<file path="src/rtl/gene_sweep_ctrl.sv">
// Sweep controller for the 8-bit Boolean gene network: finds the attractor of
// every initial state in a range with Brent's cycle detection and streams results.
module gene_sweep_ctrl #(
  parameter int unsigned W = 8
) (
  input  logic           clk,
  input  logic           rst_n,
  input  logic           start,
  input  logic           abort,
  input  logic [W-1:0]   first_val,
  input  logic [W-1:0]   last_val,
  output logic [W-1:0]   net_x,
  input  logic [W-1:0]   net_nx,
  output logic           res_valid,
  input  logic           res_ready,
  output logic [W-1:0]   res_init,
  output logic [W-1:0]   res_attr,
  output logic [W:0]     res_period,
  output logic           res_fixed,
  output logic [W:0]     fixed_cnt,
  output logic [W:0]     cycle_cnt,
  output logic           busy,
  output logic           done
);

  localparam int unsigned PW = W + 1;
  localparam int unsigned QW = W + 2;

  typedef enum logic [2:0] {
    S_IDLE,
    S_LOAD,
    S_SEEK,
    S_CANON,
    S_REPORT
  } state_e;

  state_e         state_q;
  logic [W-1:0]   init_q;
  logic [W-1:0]   last_q;
  logic [W-1:0]   tort_q;
  logic [W-1:0]   min_q;
  logic [QW-1:0]  pow_q;
  logic [PW-1:0]  lam_q;
  logic [PW-1:0]  period_q;
  logic [PW-1:0]  cnt_q;

  logic [PW-1:0]  lam_n;
  logic [PW-1:0]  cnt_n;
  logic [W-1:0]   min_n;

  // Step counters and the running attractor minimum for this cycle.
  always_comb begin
    lam_n = lam_q + PW'(1);
    cnt_n = cnt_q + PW'(1);
    min_n = (net_nx < min_q) ? net_nx : min_q;
  end

  always_ff @(posedge clk or negedge rst_n) begin
    if (!rst_n) begin
      state_q    <= S_IDLE;
      init_q     <= '0;
      last_q     <= '0;
      tort_q     <= '0;
      min_q      <= '0;
      pow_q      <= '0;
      lam_q      <= '0;
      period_q   <= '0;
      cnt_q      <= '0;
      net_x      <= '0;
      res_valid  <= 1'b0;
      res_init   <= '0;
      res_attr   <= '0;
      res_period <= '0;
      res_fixed  <= 1'b0;
      fixed_cnt  <= '0;
      cycle_cnt  <= '0;
      busy       <= 1'b0;
      done       <= 1'b0;
    end else begin
      done <= 1'b0;
      if (abort) begin
        state_q   <= S_IDLE;
        res_valid <= 1'b0;
        busy      <= 1'b0;
      end else begin
        case (state_q)
          S_IDLE: begin
            if (start) begin
              init_q    <= first_val;
              last_q    <= last_val;
              fixed_cnt <= '0;
              cycle_cnt <= '0;
              busy      <= 1'b1;
              state_q   <= S_LOAD;
            end
          end
          S_LOAD: begin
            tort_q  <= init_q;
            net_x   <= init_q;
            pow_q   <= QW'(1);
            lam_q   <= '0;
            state_q <= S_SEEK;
          end
          // Brent: tortoise teleports to the hare at every power-of-two step count.
          S_SEEK: begin
            net_x <= net_nx;
            if (net_nx == tort_q) begin
              period_q <= lam_n;
              min_q    <= tort_q;
              cnt_q    <= '0;
              if (lam_n == PW'(1)) begin
                res_init   <= init_q;
                res_attr   <= tort_q;
                res_period <= lam_n;
                res_fixed  <= 1'b1;
                res_valid  <= 1'b1;
                state_q    <= S_REPORT;
              end else begin
                state_q <= S_CANON;
              end
            end else if ({1'b0, lam_n} == pow_q) begin
              tort_q <= net_nx;
              pow_q  <= pow_q << 1;
              lam_q  <= '0;
            end else begin
              lam_q <= lam_n;
            end
          end
          S_CANON: begin
            net_x <= net_nx;
            min_q <= min_n;
            cnt_q <= cnt_n;
            if (cnt_n == period_q - PW'(1)) begin
              res_init   <= init_q;
              res_attr   <= min_n;
              res_period <= period_q;
              res_fixed  <= 1'b0;
              res_valid  <= 1'b1;
              state_q    <= S_REPORT;
            end
          end
          S_REPORT: begin
            if (res_ready) begin
              res_valid <= 1'b0;
              if (res_fixed) fixed_cnt <= fixed_cnt + PW'(1);
              else           cycle_cnt <= cycle_cnt + PW'(1);
              if (init_q == last_q) begin
                busy    <= 1'b0;
                done    <= 1'b1;
                state_q <= S_IDLE;
              end else begin
                init_q  <= init_q + W'(1);
                state_q <= S_LOAD;
              end
            end
          end
          default: state_q <= S_IDLE;
        endcase
      end
    end
  end

endmodule

</file>
<file path="config.mk">
export PLATFORM = sky130hd
export DESIGN_NAME = gene_sweep_ctrl
export DESIGN_NICKNAME = d
export VERILOG_FILES = /design/src/rtl/gene_sweep_ctrl.sv
export SDC_FILE = /design/constraint.sdc
export NUM_CORES = 1
export LEC_CHECK = 0
export CORE_MARGIN = 4
export CORE_UTILIZATION = 41
export CTS_CLUSTER_DIAMETER = 150
export DETAILED_ROUTE_END_ITERATION = 10
export PLACE_DENSITY = 0.61
export REMOVE_ABC_BUFFERS = 1
export SLEW_MARGIN = 20
export SYNTH_ARGS = -nofsm -noshare
export SYNTH_HDL_FRONTEND = slang
export SYNTH_SLANG_ARGS = --single-unit
</file>
<file path="constraint.sdc">
create_clock -name clk -period 4.1 [get_ports clk]
set_input_delay 0.82 -clock clk [delete_from_list [all_inputs] [get_ports clk]]
set_output_delay 0.82 -clock clk [all_outputs]
set_load 0.02 [all_outputs]
</file>
==> impl_metrics.toml <==
[logic_synthesis]
synth_seq_area_share = 0.454
ys.flop_type = "dfrtp_1"
syn_inst = 691
synth-seq-cells = 127
ys_async_sr_fraction = 1.00
synth_edf_count = 0
ys_types = 66
synthesis.area_um2 = 7000
syn_area_per_cell_um2 = 10.1
synth_warnings = 0

[worst_setup_path]
crit_top_cell = "buf_4"
crit_type = "flop to flop"
critical_path.slowest_cell = "dfrtp_1"
critPathMaxFanout = 18
cp_top_family = "simple AND/OR/NAND/NOR gates"
crit_path_start_kind = "flop"
critPathBufInv = 2
path_cells = "ha_1, and3_1, xnor2_1, nand3_1, nor4_1, buf_4, o21ai_2, nor2_8, buf_4, a2bb2oi_1"
required_ns = 4.43
cp.arrival_ns = 3.65
endpoint_kind = "flop"
critPathMaxStageDelay_ns = 0.47

[sta]
clock.fmax_mhz = 301
setup_viol = 0
drv_slew = 0
relSlewSlack = 0.342
tightest_slew_ns = 0.981
fin_skew_ns = 0.00895
period_share = 0.809
min_period_ns = 3.32
rsz0062_at_grt = "no"
whs_ns = 0.467
hold_violations = 0

[grt]
overflow = 0
grt_pass1_wl_um = 28500
grt_max_degree = 86
track_usage = 0.181
antenna_found_initial = 0
first_global_vias = 5532

[floorplan]
rows = 47
start_util = 0.420
core_um2 = 16600
dieHeight_um = 139
dieArea_um2 = 19200
ioPinCount = 84
die_w_um = 139

[layout]
drive_above_1_share = 0.137
mostFrequentLayoutCells = "dfrtp_1 (127), clkdlybuf4s50_1 (82), nand2_1 (80), o21ai_0 (51), nor2_1 (48)"
synthToLayoutAreaGrowth_pct = 23.6
nets = 818
nFillCells = 1464
diodes = 0
layout_commonest_cell = "dfrtp_1"

[power]
vdd.ir_drop.worst_mv = 0.396
finalPower_mw = 5.63
power_density_nw_per_um2 = 650
p_leak_nw = 3.86

[detailed_routing]
wl_per_cell_um = 17.0
drt_iter0_drc = 395
drt_first_pass_iters = 5
vias = 5412
avgViaCountPerCell = 5.37
remaining_drc_errors = 0
drt-total-wl_um = 17200
antenna_left = 0

[clock_network]
ctsHtreeMaxLevel = 4
clk_pin_slew_ns = 0.06
cts_setup_buffers = 0
holdBufCountCts = 0
clkLatencyLatePin_ns = 0.42
clock_path_buffers = 2
cts_resized = 0
clock_sinks = 127
cts-root-buf = "clkbuf_16"
numCtsBuffers = 17
cts_tree = "yes"

[placed_design]
gp_congestion = 0.844
hpwl_um = 12300
portBuffers = 83

[outcome]
status = "finished clean"

[job]
drv_cap = 0

[worst_hold_path]
worstHoldPathType = "input port to async pin"
[final timing paths]
| kind | from | to | slack (ns) | cells past startpoint |
|---|---|---|---|---|
| min in group clk | net_x[7]$_DFFE_PN0P_ | net_x[7]$_DFFE_PN0P_ | 0.48 | 2 |
| max reg2reg | lam_q[0]$_DFFE_PN0P_ | res_period[7]$_DFFE_PN0P_ | 0.78 | 10 |
| min reg2reg | net_x[7]$_DFFE_PN0P_ | net_x[7]$_DFFE_PN0P_ | 0.48 | 2 |
| max in group asynchronous | rst_n | min_q[6]$_DFFE_PN0P_ | 2.92 | 2 |
| min | rst_n | cycle_cnt[6]$_DFFE_PN0P_ | 0.47 | 1 |
| max | lam_q[0]$_DFFE_PN0P_ | res_period[7]$_DFFE_PN0P_ | 0.78 | 10 |
[metal layers]
metal / vias up / global-route usage / wire, um
met5: - / 0 / 0
met4: 0 / 0.0613 / 219
met3: 25 / 0.0431 / 725
met2: 120 / 0.306 / 8360
met1: 2649 / 0.229 / 7850
li1: 2618 / - / -
[where the power goes]
| group | internal [mW] | total, mW | leakage, nW | switching [mW] |
|---|---|---|---|---|
| clock network | 1.00 | 1.54 | 0.300 | 0.544 |
| logic | 1.03 | 2.06 | 1.93 | 1.04 |
| registers | 1.62 | 2.02 | 1.63 | 0.395 |
| total | 3.65 | 5.63 | 3.86 | 1.97 |
[cell families (layout without fill, tap and decap cells)]
family          Yosys count  in the layout  share of synthesized area
simple gates            225            225                      0.160
compound gates          146            146                      0.133
flops                   127            127                      0.454
xor+xnor                 61             61                     0.0842
mux                      61             61                      0.101
buf+inv                  57            154                     0.0418
fa+ha+maj                14             14                     0.0250
[cells in the mapped netlist, drive strengths merged, types with 4 or more instances]
| cell | instances | area [um^2] |
|---|---|---|
| a21oi | 30 | 150 |
| a22o | 13 | 114 |
| a2bb2oi | 8 | 70.1 |
| a31oi | 6 | 37.5 |
| and2 | 6 | 37.5 |
| and3 | 12 | 86.3 |
| buf | 16 | 139 |
| clkbuf | 19 | 71.3 |
| dfrtp | 127 | 3180 |
| ha | 14 | 175 |
| inv | 22 | 82.6 |
| mux2 | 42 | 518 |
| mux2i | 19 | 190 |
| nand2 | 80 | 300 |
| nand3 | 20 | 100 |
| nand4 | 7 | 43.8 |
| nor2 | 49 | 200 |
| nor2b | 8 | 50.1 |
| nor3 | 10 | 60.1 |
| nor3b | 5 | 42.5 |
| nor4 | 10 | 68.8 |
| o21ai | 53 | 269 |
| o22ai | 10 | 62.6 |
| o31ai | 5 | 42.5 |
| or3 | 7 | 45.1 |
| xnor2 | 18 | 158 |
| xnor3 | 4 | 90.1 |
| xor2 | 39 | 342 |
[registers in the layout, summed over array words and instances, names as in the netlist, 9 cells and up]
signal	count
cnt_q	9
period_q	9
fixed_cnt	9
pow_q	10
res_period	9
cycle_cnt	9
lam_q	9
[metrics by stage]
stage	instance area, um^2	TNS (ns)	setup slack (ns)	instances	utilization
2_1_floorplan	6790	-0.00210	-0.000262	656	-
3_3_place_gp	8040	0	0.680	976	0.483
3_5_place_dp	8040	0	0.591	976	0.483
4_1_cts	8650	0	0.783	1008	0.520
5_1_grt	8650	0	0.518	1008	0.520
6_report	8650	0	0.782	1008	0.520
[cell type report]
class,instances,area (um^2),area share
Sequential cell,127,3180,0.367
Clock inverter,10,135,0.0156
Timing Repair Buffer,100,972,0.112
Clock buffer,22,474,0.0548
Tap cell,220,275,0.0318
Multi-Input combinational cell,507,3530,0.408
Inverter,22,82.6,0.00955
[worst reg2reg max path, delay by kind of cell, from the launching register on]
kind            cells  cell delay (ns)
simple gates        4             1.24
xor+xnor            1             0.42
fa+ha+maj           1             0.36
buf+inv             2             0.43
flops               1             0.47
compound gates      2             0.31
Power figures use the tool's default switching activity.
